$ cat config.mk
export PLATFORM = sky130hd
export DESIGN_NAME = ram_sp_arbiter_rr
export DESIGN_NICKNAME = d
export VERILOG_FILES = /design/src/rtl/ram_sp_arbiter_rr.sv
export SDC_FILE = /design/constraint.sdc
export NUM_CORES = 1
export LEC_CHECK = 0
export BUFFER_PORTS_ARGS = -buffer_cell sky130_fd_sc_hd__buf_2
export CORE_UTILIZATION = 45
export CTS_BUF_LIST = sky130_fd_sc_hd__clkbuf_4 sky130_fd_sc_hd__clkbuf_8
export CTS_CLUSTER_DIAMETER = 30
export DETAILED_ROUTE_END_ITERATION = 10
export PLACE_DENSITY_LB_ADDON = 0.1
export RECOVER_POWER = 50
export SYNTH_ARGS = -nofsm -noshare
export SYNTH_HDL_FRONTEND = slang
export SYNTH_SLANG_ARGS = --single-unit
$ cat constraint.sdc
create_clock -name clk -period 2 [get_ports clk]
set_clock_uncertainty 0.2 [all_clocks]
set_input_delay 0.1 -clock clk [delete_from_list [all_inputs] [get_ports clk]]
set_output_delay 0.1 -clock clk [all_outputs]
set_load 0.01 [all_outputs]
$ cat src/rtl/ram_sp_arbiter_rr.sv
// Two-requester round-robin arbiter and sequencer in front of a single-port
// synchronous RAM with 1-cycle read latency; read data is routed back to its owner.
module ram_sp_arbiter_rr #(
   parameter int DATA_WITH = 8,
   parameter int ADDR_WITH = 8
) (
   input  logic                 clk,
   input  logic                 rst_n,
   input  logic                 a_req,
   input  logic                 a_we,
   input  logic [ADDR_WITH-1:0] a_addr,
   input  logic [DATA_WITH-1:0] a_wdata,
   output logic                 a_gnt,
   output logic                 a_rvalid,
   output logic [DATA_WITH-1:0] a_rdata,
   input  logic                 b_req,
   input  logic                 b_we,
   input  logic [ADDR_WITH-1:0] b_addr,
   input  logic [DATA_WITH-1:0] b_wdata,
   output logic                 b_gnt,
   output logic                 b_rvalid,
   output logic [DATA_WITH-1:0] b_rdata,
   output logic [ADDR_WITH-1:0] ram_addr,
   output logic [DATA_WITH-1:0] ram_q,
   output logic                 ram_we,
   output logic                 ram_oe,
   input  logic [DATA_WITH-1:0] ram_rd_q
);

   typedef enum logic {PTR_A = 1'b0, PTR_B = 1'b1} ptr_e;

   ptr_e                 last_gnt_q, last_gnt_d;

   logic                 vld_p0;
   logic                 we_p0;
   logic                 own_p0;
   logic [ADDR_WITH-1:0] addr_p0;
   logic [DATA_WITH-1:0] wdata_p0;

   logic [ADDR_WITH-1:0] addr_p1_q, addr_p1_d;
   logic [DATA_WITH-1:0] wdata_p1_q, wdata_p1_d;
   logic                 we_p1_q, we_p1_d;
   logic                 oe_p1_q, oe_p1_d;
   logic                 vld_p1_q, vld_p1_d;
   logic                 own_p1_q, own_p1_d;

   logic                 vld_p2_q, vld_p2_d;
   logic                 own_p2_q, own_p2_d;

   logic                 a_rvalid_q, a_rvalid_d;
   logic                 b_rvalid_q, b_rvalid_d;
   logic [DATA_WITH-1:0] a_rdata_q, a_rdata_d;
   logic [DATA_WITH-1:0] b_rdata_q, b_rdata_d;

   // Stage 0: combinational arbitration; on contention the loser of the last grant wins
   always_comb begin
      a_gnt      = 1'b0;
      b_gnt      = 1'b0;
      last_gnt_d = last_gnt_q;
      if (rst_n) begin
         if (a_req && b_req) begin
            if (last_gnt_q == PTR_A) b_gnt = 1'b1;
            else                     a_gnt = 1'b1;
         end else begin
            a_gnt = a_req;
            b_gnt = b_req;
         end
         if (a_gnt)      last_gnt_d = PTR_A;
         else if (b_gnt) last_gnt_d = PTR_B;
      end
   end

   assign vld_p0   = a_gnt | b_gnt;
   assign own_p0   = b_gnt;
   assign we_p0    = b_gnt ? b_we    : a_we;
   assign addr_p0  = b_gnt ? b_addr  : a_addr;
   assign wdata_p0 = b_gnt ? b_wdata : a_wdata;

   // Stage 1: granted command onto the RAM port; idle cycles keep addr/q but drop we/oe
   always_comb begin
      addr_p1_d  = addr_p1_q;
      wdata_p1_d = wdata_p1_q;
      we_p1_d    = 1'b0;
      oe_p1_d    = 1'b0;
      vld_p1_d   = 1'b0;
      own_p1_d   = own_p1_q;
      if (vld_p0) begin
         addr_p1_d  = addr_p0;
         wdata_p1_d = wdata_p0;
         we_p1_d    = we_p0;
         oe_p1_d    = ~we_p0;
         vld_p1_d   = ~we_p0;
         own_p1_d   = own_p0;
      end
   end

   // Stage 2: read tag waits while the RAM registers its output
   assign vld_p2_d = vld_p1_q;
   assign own_p2_d = own_p1_q;

   // Stage 3: ram_rd_q is only muxed in when a read tag arrives, so a floating bus is never captured
   always_comb begin
      a_rvalid_d = vld_p2_q & ~own_p2_q;
      b_rvalid_d = vld_p2_q &  own_p2_q;
      a_rdata_d  = a_rvalid_d ? ram_rd_q : a_rdata_q;
      b_rdata_d  = b_rvalid_d ? ram_rd_q : b_rdata_q;
   end

   always_ff @(posedge clk) begin
      if (!rst_n) begin
         last_gnt_q <= PTR_A;
         addr_p1_q  <= '0;
         wdata_p1_q <= '0;
         we_p1_q    <= 1'b0;
         oe_p1_q    <= 1'b0;
         vld_p1_q   <= 1'b0;
         own_p1_q   <= 1'b0;
         vld_p2_q   <= 1'b0;
         own_p2_q   <= 1'b0;
         a_rvalid_q <= 1'b0;
         b_rvalid_q <= 1'b0;
         a_rdata_q  <= '0;
         b_rdata_q  <= '0;
      end else begin
         last_gnt_q <= last_gnt_d;
         addr_p1_q  <= addr_p1_d;
         wdata_p1_q <= wdata_p1_d;
         we_p1_q    <= we_p1_d;
         oe_p1_q    <= oe_p1_d;
         vld_p1_q   <= vld_p1_d;
         own_p1_q   <= own_p1_d;
         vld_p2_q   <= vld_p2_d;
         own_p2_q   <= own_p2_d;
         a_rvalid_q <= a_rvalid_d;
         b_rvalid_q <= b_rvalid_d;
         a_rdata_q  <= a_rdata_d;
         b_rdata_q  <= b_rdata_d;
      end
   end

   assign ram_addr = addr_p1_q;
   assign ram_q    = wdata_p1_q;
   assign ram_we   = we_p1_q;
   assign ram_oe   = oe_p1_q;
   assign a_rvalid = a_rvalid_q;
   assign b_rvalid = b_rvalid_q;
   assign a_rdata  = a_rdata_q;
   assign b_rdata  = b_rdata_q;

endmodule
After elaboration in Yosys (flattened, before gate mapping)
Index checks and enable logic that the tools add are counted.
- register bits: 40
- output and inout bits: 38
- muxes and demuxes: 11
- bitwise operators: 6
- reductions and logical operators: 3
- operator list (cell ; count):
    $mux 8 ; 2
    $mux 1 ; 9
    $not 1->1 ; 3
    $and 1x1->1 ; 2
    $reduce_and 2->1 ; 1
    $reduce_or 2->1 ; 1
    $logic_and 1x1->1 ; 1
    $or 1x1->1 ; 1

Logic depth before layout (Yosys ltp)
Gate-level depths: netlist of the first run.
- depth in word-level cells: 6
- mapped depth: 5

Worst setup path after synthesis of the first run
No wires, ideal clock.
- kind: register -> register
- start point: register last_gnt_q
- end point: register addr_p1_q[0] (netlist: ram_addr[0])
- setup time: 122 ps
- data arrival time: 1122 ps
- path slack: 556 ps
- cell stages (with the launch flop): 5
- path buffers: 1
- cell sequence: dfxtp_1 a21bo_2 clkbuf_1 and4_1 a221o_1
- longest elaborated chain between the ends: 5
- elaborated cells on any way between the ends: 10
- RTL lines (what ; line ; source):
    from (decl) ; 32 ; ptr_e last_gnt_q, last_gnt_d;
    from (signal assigned) ; 125 ; last_gnt_q <= last_gnt_d;
    $mux 1 ; 62 ; if (last_gnt_q == PTR_A) b_gnt = 1'b1;
    $mux 1 ; 61 ; if (a_req && b_req) begin
    $mux 1 (2 in series) ; 60 ; if (rst_n) begin
    $mux 8 or $or 1x1->1 (tied branches) ; 76, 73 ;
    to (signal assigned) ; 126 ; addr_p1_q <= addr_p1_d;
    to (decl) ; 40 ; logic [ADDR_WITH-1:0] addr_p1_q, addr_p1_d;
Several ways; a longest one is shown, not always the timed one. The select of a mux whose other input is x is not followed.
A chain may end at the register's enable or synchronous reset.

Worst setup path in the final report of the first run
- start point: input a_req
- end point: output b_gnt
- longest elaborated chain between the ends: 4
- RTL lines (what ; line ; source):
    from (decl) ; 9 ; input logic a_req,
    $logic_and 1x1->1 ; 61 ;
    $mux 1 ; 61 ;
    $mux 1 (2 in series) ; 60 ;
    to (decl) ; 20 ; output logic b_gnt,
No other way between the ends. The select of a mux whose other input is x is not followed.

==> results of run 1 <==
## power by group through the flow
stage,clock network [mW],logic [mW],registers [mW]
after floorplan,0,0.0948,0.897
after global placement,0,0.206,0.880
after detailed placement,0,0.211,0.881
after CTS,0.452,0.278,0.864
after global routing,0.487,0.299,0.872
final,0.444,0.274,0.866
## final timing paths
check,cells after the start,start,end
worst max-delay path,6,a_req,b_gnt
worst min-delay path,4,rst_n,b_rdata[5]
worst max register to register,4,last_gnt_q,ram_addr[7]
worst min register to register,2,b_rdata[1],b_rdata[1]
## synthesized netlist by cell type
cell type  number  area [um2]
a21bo_2         1       10.01
a21boi_0        6       45.04
a21oi_1        13       65.06
a221o_1        16       160.2
a22o_1          2       17.52
and2_1          3       18.77
and3_1          1       6.260
and4_1         16       140.1
buf_1           1       3.750
buf_2           2       10.01
buf_4           1       7.510
buf_6           2       22.52
clkbuf_1        6       22.52
clkbuf_2        1       5.000
dfxtp_1        40       800.8
inv_1           4       15.01
nand2_1        26       97.59
nand2b_1        2       12.51
nand3_1         8       40.04
nor2_2          1       6.260
nor2_4          1       11.26
nor2b_1         1       6.260
o21ai_0         1       5.000
or2_1           1       6.260
## registers in the layout (all words and copies together), names as in the netlist
name / count
a_rdata: 8
b_rdata: 8
ram_addr: 8
ram_q: 8
a_rvalid: 1
b_rvalid: 1
last_gnt_q: 1
own_p1_q: 1
own_p2_q: 1
ram_we: 1
vld_p1_q: 1
vld_p2_q: 1
## routing by layer
metal / global-route usage [%] / vias up / wire length (um)
li1: - / 826 / -
met1: 28.21 / 742 / 1765
met2: 43.33 / 80 / 2090
met3: 7.249 / 13 / 259
met4: 13.31 / 0 / 112
met5: 0 / - / 0
## worst max-delay path, stage by stage
cell	delay [ns]
dlygate4sd3_1	0.54
buf_2	0.15
a21bo_2	0.32
nor2_2	0.14
buf_4	0.20
buf_2	0.15
## per-stage QoR
step | worst slack (ns) | util [%] | cells | power, mW
global route | 0.01956 | 77.50 | 328 | 1.658
CTS | 0.1139 | 78.93 | 328 | 1.594
floorplan | 0.5559 | - | 156 | 0.9913
global placement | 0.4726 | 62.54 | 275 | 1.086
finish | 0.09125 | 77.50 | 328 | 1.584
detailed placement | 0.3902 | 62.54 | 275 | 1.092
## cells by family after synthesis
group / synth area share [%]
buffers and inverters: 5.623
DFF: 52.16
AOI/OAI and AO/OA: 19.72
and+or+nand+nor: 22.49
## final cells by class
type / instances / area [um2]
Clock buffer: 7 / 58.81
Clock inverter: 1 / 7.507
Fill cell: 230 / 709.4
Inverter: 4 / 15.01
Multi-Input combinational cell: 99 / 648.1
Sequential cell: 40 / 800.8
Tap cell: 44 / 55.05
Timing Repair Buffer: 133 / 858.3
==> qor.yml, run 1 <==
outcome:
  outcome: "finished clean"
power_and_ir_drop:
  power_frac_clock_pct: 28.0
  peakVddDrop_uv: 378.5
  swShare_pct: 25.49
  power.density_nw_per_um2: 648.1
  p_leak_nw: 1.020
  combPwrFrac_pct: 17.3
  p_sw_mw: 0.4037
  internal_power_mw: 1.180
  seq_power_share_pct: 54.7
floorplan:
  start_util_pct: 48.69
  coreArea_um2: 3153
  rows: 20
  die_y_um: 60.41
  ios: 84
  die_w_um: 60.41
  die_area_um2: 3649
clocking:
  cts_tree: "done"
  cts_resized: 0
  ctsHoldBuffers: 45
  clkTransAtPathRegs_ns: 0.12
  cts_setup_buffers: 0
  numClockSinks: 40
  cts_root_buffer: "clkbuf_4"
  cts_buffer_depth: 2
  cts_buffers: 5
  clk_latency_ns: 0.34
  h-tree-depth: 2
route:
  drtAntennaViolNets: 0
  routed_wl_um: 4228
  firstDrtPassIters: 4
  via_count: 1661
  drc_errors: 0
  drt_iter0_drc: 49
  viasPerCell: 5.064
  avgRoutedWirePerCell_um: 12.89
global_route:
  antenna_found_initial: 0
  grt_pass1_wl_um: 6755
  grt_overflow: 0
  grt_max_degree: 29
  grt_pass1_vias: 1560
  gr-usage-all-layers_pct: 25.18
yosys:
  yosysWarnings: 0
  syn_nets: 202
  synth_cells: 156
  syn_avg_cell_area_um2: 9.841
  synth.cell_area_um2: 1535
  synth-seq-cells: 40
  yosysSeqAreaShare_pct: 52.16
  synth_cell_type_count: 24
finish:
  layout-drive-gt1-share_pct: 22.18
  fin_nets: 329
  final_area_um2: 2444
  synthToLayoutAreaGrowth_pct: 59.17
  layout_common_cells: "buf_2 (47), dlygate4sd3_1 (45), dfxtp_1 (40)"
  antenna_cells: 0
  final_common_cell: "buf_2"
timing:
  fin_crit_ns: 1.909
  max_clock_freq_mhz: 523.9
  finalSetupTns_ns: 0
  fin_crit_sh_pct: 95.44
  whs_ns: 0.01545
  slew_violations: 0
  rsz0062_at_grt: "no"
  finalSetupViolations: 0
  hold_viol: 0
  worst_pin_slew_ns: 0.5559
  slew_headroom_pct: 62.94
placed_design:
  gp_congestion: 0.7679
  placed_area_um2: 1972
  dp_hpwl_um: 2478
  numPortBuffers: 83
worst_setup_path:
  crit_required_ns: 1.70
  arrival_ns: 1.61
  r2r_slack_ns: 0.36
  cp-start-kind: "primary input"
  critPathKind: "in2out"
  crit_path_end_kind: "output port"
  crit_fanout: 18
job:
  drv_cap: 0
hold_path:
  min-delay-path-class: "in2reg"
Note: power is estimated with default switching activity, not from simulation.
==> run 2: changes to the inputs <==
--- a/config.mk
+++ b/config.mk
@@ -5,11 +5,14 @@
 export SDC_FILE = /design/constraint.sdc
 export NUM_CORES = 1
 export LEC_CHECK = 0
+export ABC_CLOCK_PERIOD_IN_PS = 2000
 export BUFFER_PORTS_ARGS = -buffer_cell sky130_fd_sc_hd__buf_2
+export CAP_MARGIN = 20
 export CORE_UTILIZATION = 45
 export CTS_BUF_LIST = sky130_fd_sc_hd__clkbuf_4 sky130_fd_sc_hd__clkbuf_8
 export CTS_CLUSTER_DIAMETER = 30
 export DETAILED_ROUTE_END_ITERATION = 10
+export GPL_TIMING_DRIVEN = 0
 export PLACE_DENSITY_LB_ADDON = 0.1
 export RECOVER_POWER = 50
 export SYNTH_ARGS = -nofsm -noshare
==> qor.yml, run 2 (same netlist as run 1, synthesis figures left out) <==
worst_setup_path:
  slowest_delay_ns: 0.58
  crit_path_end_kind: "register"
  cp-start-kind: "register"
  crit_buf_inv: 1
  critPathKind: "reg2reg"
  crit_required_ns: 2.04
  crit_fanout: 9
  cp_cell_sequence: "a21bo_4 -> and4_1 -> a221o_1 -> dlygate4sd3_1"
  r2r_slack_ns: 0.02
  path_delay_family: "buffers and inverters"
  crit_slowest_cell: "dlygate4sd3_1"
  arrival_ns: 2.01
clocking:
  cts_buffers: 5
  clk_latency_ns: 0.34
  cts_root_buffer: "clkbuf_4"
  numClockSinks: 40
  cts_buffer_depth: 2
  clkTransAtPathRegs_ns: 0.12
  cts_tree: "done"
  h-tree-depth: 2
outcome:
  outcome: "finished clean"
route:
  routed_wl_um: 4536
  firstDrtPassIters: 4
  drtAntennaViolNets: 0
  viasPerCell: 5.027
  drt_iter0_drc: 80
  via_count: 1694
  avgRoutedWirePerCell_um: 13.46
  drc_errors: 0
placed_design:
  dpl.cell_count: 283
  numPortBuffers: 83
  dp_hpwl_um: 2544
  gp_congestion: 0.7128
finish:
  layout-drive-gt1-share_pct: 21.50
  antenna_cells: 0
  num-fill-cells: 241
  fin_nets: 338
  final_common_cell: "buf_2"
  instances_no_fill: 337
  synthToLayoutAreaGrowth_pct: 63.57
  layout_common_cells: "buf_2 (48), dlygate4sd3_1 (46), clkbuf_1 (43)"
global_route:
  antenna_found_initial: 0
  grt_pass1_vias: 1549
  gr-usage-all-layers_pct: 25.67
  grt_overflow: 0
  grt_pass1_wl_um: 6824
  grt_max_degree: 13
floorplan:
  die_y_um: 60.41
  die_area_um2: 3649
  ios: 84
  coreArea_um2: 3153
  rows: 20
  start_util_pct: 48.69
  die_w_um: 60.41
timing:
  max_clock_freq_mhz: 506.2
  worst_pin_slew_ns: 0.4047
  rsz0062_at_grt: "no"
  fin_crit_sh_pct: 98.78
  finalSetupTns_ns: 0
  slew_violations: 0
  hold_viol: 0
  finalSetupViolations: 0
  slew_headroom_pct: 73.02
  fin_crit_ns: 1.976
power_and_ir_drop:
  peakVddDrop_uv: 430.8
  p_leak_nw: 1.060
  power.density_nw_per_um2: 676.3
hold_path:
  min-delay-path-class: "in2reg"
job:
  drv_cap: 0
-- run 2: power breakdown --
group,switching [mW],internal [mW]
clock,0.261,0.276
combinational,0.131,0.167
sequential,0.0242,0.840
total,0.416,1.28
-- run 2: worst paths after layout --
kind | start | endpoint | depth (start not counted)
max reg2reg | last_gnt_q | ram_q[1] | 4
min reg2reg | a_rdata[1] | a_rdata[1] | 2
min | rst_n | a_rdata[1] | 4
max | last_gnt_q | ram_q[1] | 4
-- run 2: metal layers --
| metal | GRT usage, % | part of all wire (%) | vias up |
|---|---|---|---|
| met1 | 28.46 | 41 | 772 |
| met3 | 6.397 | 5.9 | 9 |
| li1 | - | - | 846 |
| met4 | 10.06 | 2.1 | 0 |
| met5 | 0 | 0 | - |
| met2 | 46.94 | 51 | 67 |
-- run 2: final cells by class --
cell class                      count  area (um2)  share of cell area [%]
Buffer                             13       70.07                   2.790
Clock buffer                        6       45.04                   1.794
Clock inverter                      2       35.03                   1.395
Inverter                            4       15.01                  0.5979
Multi-Input combinational cell     99       659.4                   26.26
Sequential cell                    40       800.8                   31.89
Tap cell                           44       55.05                   2.192
Timing Repair Buffer              129       830.8                   33.08
-- run 2: tightest hold or removal path: cells and delay by family --
| family | cells | cell delay (ns) |
|---|---|---|
| compound gates | 1 | 0.15 |
| buf+inv | 3 | 0.44 |
-- run 2: metrics by stage --
step	utilization (%)	instance area [um2]	worst slack [ns]	hold WS, ns	power (mW)
4_1_cts	80.91	2551	0.04519	0.1594	1.707
3_3_place_gp	63.61	2006	0.3986	0.1237	1.095
2_1_floorplan	-	1535	0.5559	-0.006365	0.9913
3_5_place_dp	63.61	2006	0.3931	0.1265	1.098
6_report	79.64	2511	0.02445	0.1623	1.698
5_1_grt	79.64	2511	0.003177	0.2186	1.777
-- run 2: repair_timing --
item                                    in CTS  in global routing
hold buffers                                46                  0
endpoints found under the setup margin       1                  6
resized for setup                            1                  1
setup buffers                                0                  0
pin swaps                                    0                  0
hold endpoints to repair                    36                  0
==> run 3: changes to the inputs <==
--- a/config.mk
+++ b/config.mk
@@ -8,13 +8,14 @@
 export ABC_CLOCK_PERIOD_IN_PS = 2000
 export BUFFER_PORTS_ARGS = -buffer_cell sky130_fd_sc_hd__buf_2
 export CAP_MARGIN = 20
-export CORE_UTILIZATION = 45
+export CORE_UTILIZATION = 35
 export CTS_BUF_LIST = sky130_fd_sc_hd__clkbuf_4 sky130_fd_sc_hd__clkbuf_8
 export CTS_CLUSTER_DIAMETER = 30
 export DETAILED_ROUTE_END_ITERATION = 10
 export GPL_TIMING_DRIVEN = 0
 export PLACE_DENSITY_LB_ADDON = 0.1
 export RECOVER_POWER = 50
+export SETUP_SLACK_MARGIN = 0.05
 export SYNTH_ARGS = -nofsm -noshare
 export SYNTH_HDL_FRONTEND = slang
 export SYNTH_SLANG_ARGS = --single-unit
==> qor.yml, run 3 (same netlist as run 1, synthesis figures left out) <==
route:
  avgRoutedWirePerCell_um: 12.60
  via_count: 1627
  drc_errors: 0
  routed_wl_um: 4295
  drt_iter0_drc: 104
  firstDrtPassIters: 4
  drtAntennaViolNets: 0
  viasPerCell: 4.771
timing:
  fin_crit_ns: 1.803
  worst_pin_slew_ns: 0.4218
  max_clock_freq_mhz: 554.7
  whs_ns: 0.04808
  finalSetupTns_ns: 0
  slew_headroom_pct: 71.88
  fin_crit_sh_pct: 90.14
  finalSetupViolations: 0
  rsz0062_at_grt: "no"
  hold_viol: 0
  slew_violations: 0
clocking:
  clkTransAtPathRegs_ns: 0.07
  cts_buffer_depth: 2
  cts_tree: "done"
  numClockSinks: 40
  clk_latency_ns: 0.28
  cts_setup_buffers: 0
  h-tree-depth: 2
  cts_root_buffer: "clkbuf_8"
  cts_buffers: 5
worst_setup_path:
  rr_endpoint: "ram_addr[2]"
  critPathKind: "reg2out"
  crit_required_ns: 1.70
  ff2ff_path_depth: 4
  startpoint: "last_gnt_q"
  crit_path_end_kind: "output port"
  r2r_slack_ns: 0.32
  cp-start-kind: "register"
  timing.rr.start: "last_gnt_q"
  arrival_ns: 1.50
  crit_fanout: 10
floorplan:
  start_util_pct: 37.31
  ios: 84
  die_y_um: 68.23
  die_w_um: 68.23
  rows: 23
  coreArea_um2: 4115
  die_area_um2: 4655
finish:
  fin_nets: 337
  final_area_um2: 2520
  final_common_cell: "buf_2"
  instances_no_fill: 341
  antenna_cells: 0
  num-fill-cells: 397
  layout-drive-gt1-share_pct: 21.65
  synthToLayoutAreaGrowth_pct: 64.14
  layout_common_cells: "buf_2 (49), dlygate4sd3_1 (45), clkbuf_1 (42)"
hold_path:
  holdPathStages: 3
  min_to: "vld_p1_q"
  min-delay-path-class: "in2reg"
  min_from: "b_req"
power_and_ir_drop:
  peakVddDrop_uv: 430.5
  p_leak_nw: 1.051
  power.density_nw_per_um2: 678.3
  power_mw: 1.709
placed_design:
  placed_area_um2: 2013
  dpl.cell_count: 289
  dp_hpwl_um: 2769
  gp_congestion: 0.6959
  numPortBuffers: 83
job:
  drv_cap: 0
global_route:
  antenna_found_initial: 0
  grt_pass1_vias: 1491
  grt_max_degree: 12
  gr-usage-all-layers_pct: 19.78
  grt_overflow: 0
  grt_pass1_wl_um: 6789
outcome:
  outcome: "finished clean"
==> run 3: layout make-up <==
type                            count  area, um2  share of cell area (%)
Timing Repair Buffer              128      820.8                   32.57
Inverter                            4      15.01                  0.5958
Sequential cell                    40      800.8                   31.78
Tap cell                           50      62.56                   2.483
Buffer                             13      71.32                   2.830
Clock buffer                        7      96.34                   3.823
Multi-Input combinational cell     99      653.1                   25.92
==> run 3: critical path, cell delays in order (launching register included) <==
cell     delay, ns
dfxtp_1       0.34
a21bo_2       0.28
nor2_4        0.23
buf_4         0.22
buf_2         0.15
==> run 3: what timing repair did <==
action	in CTS	in global routing
hold endpoints to repair	36	0
hold buffers	45	0
resized for setup	0	1
setup endpoints to repair	0	1
==> run 3: through the flow <==
| stage | utilization [%] | setup WS, ns |
|---|---|---|
| floorplan | - | 0.5559 |
| global placement | 48.92 | 0.3540 |
| detailed placement | 48.92 | 0.3675 |
| CTS | 62.21 | 0.05089 |
| global route | 61.23 | 0.1047 |
| finish | 61.23 | 0.1972 |
==> run 3: metal layers <==
| layer | up-vias | part of all wire, % | GRT usage (%) |
|---|---|---|---|
| met5 | - | 0 | 0 |
| met4 | 0 | 0.72 | 7.292 |
| met1 | 722 | 46 | 24.75 |
| met3 | 4 | 5.6 | 6.167 |
| li1 | 840 | - | - |
| met2 | 61 | 48 | 31.62 |
==> run 3: power by group <==
group          total [mW]  internal, mW  switching, mW
sequential          0.863         0.840         0.0229
combinational       0.281         0.158          0.123
clock               0.566         0.307          0.259
==> run 3: how the worst max path moves through the flow <==
stage	endpoint	cells past startpoint
3_5_place_dp	b_gnt	4
6_report	b_gnt	4
3_3_place_gp	b_gnt	4
2_1_floorplan	ram_addr[0]	4
4_1_cts	b_gnt	4
5_1_grt	b_gnt	4
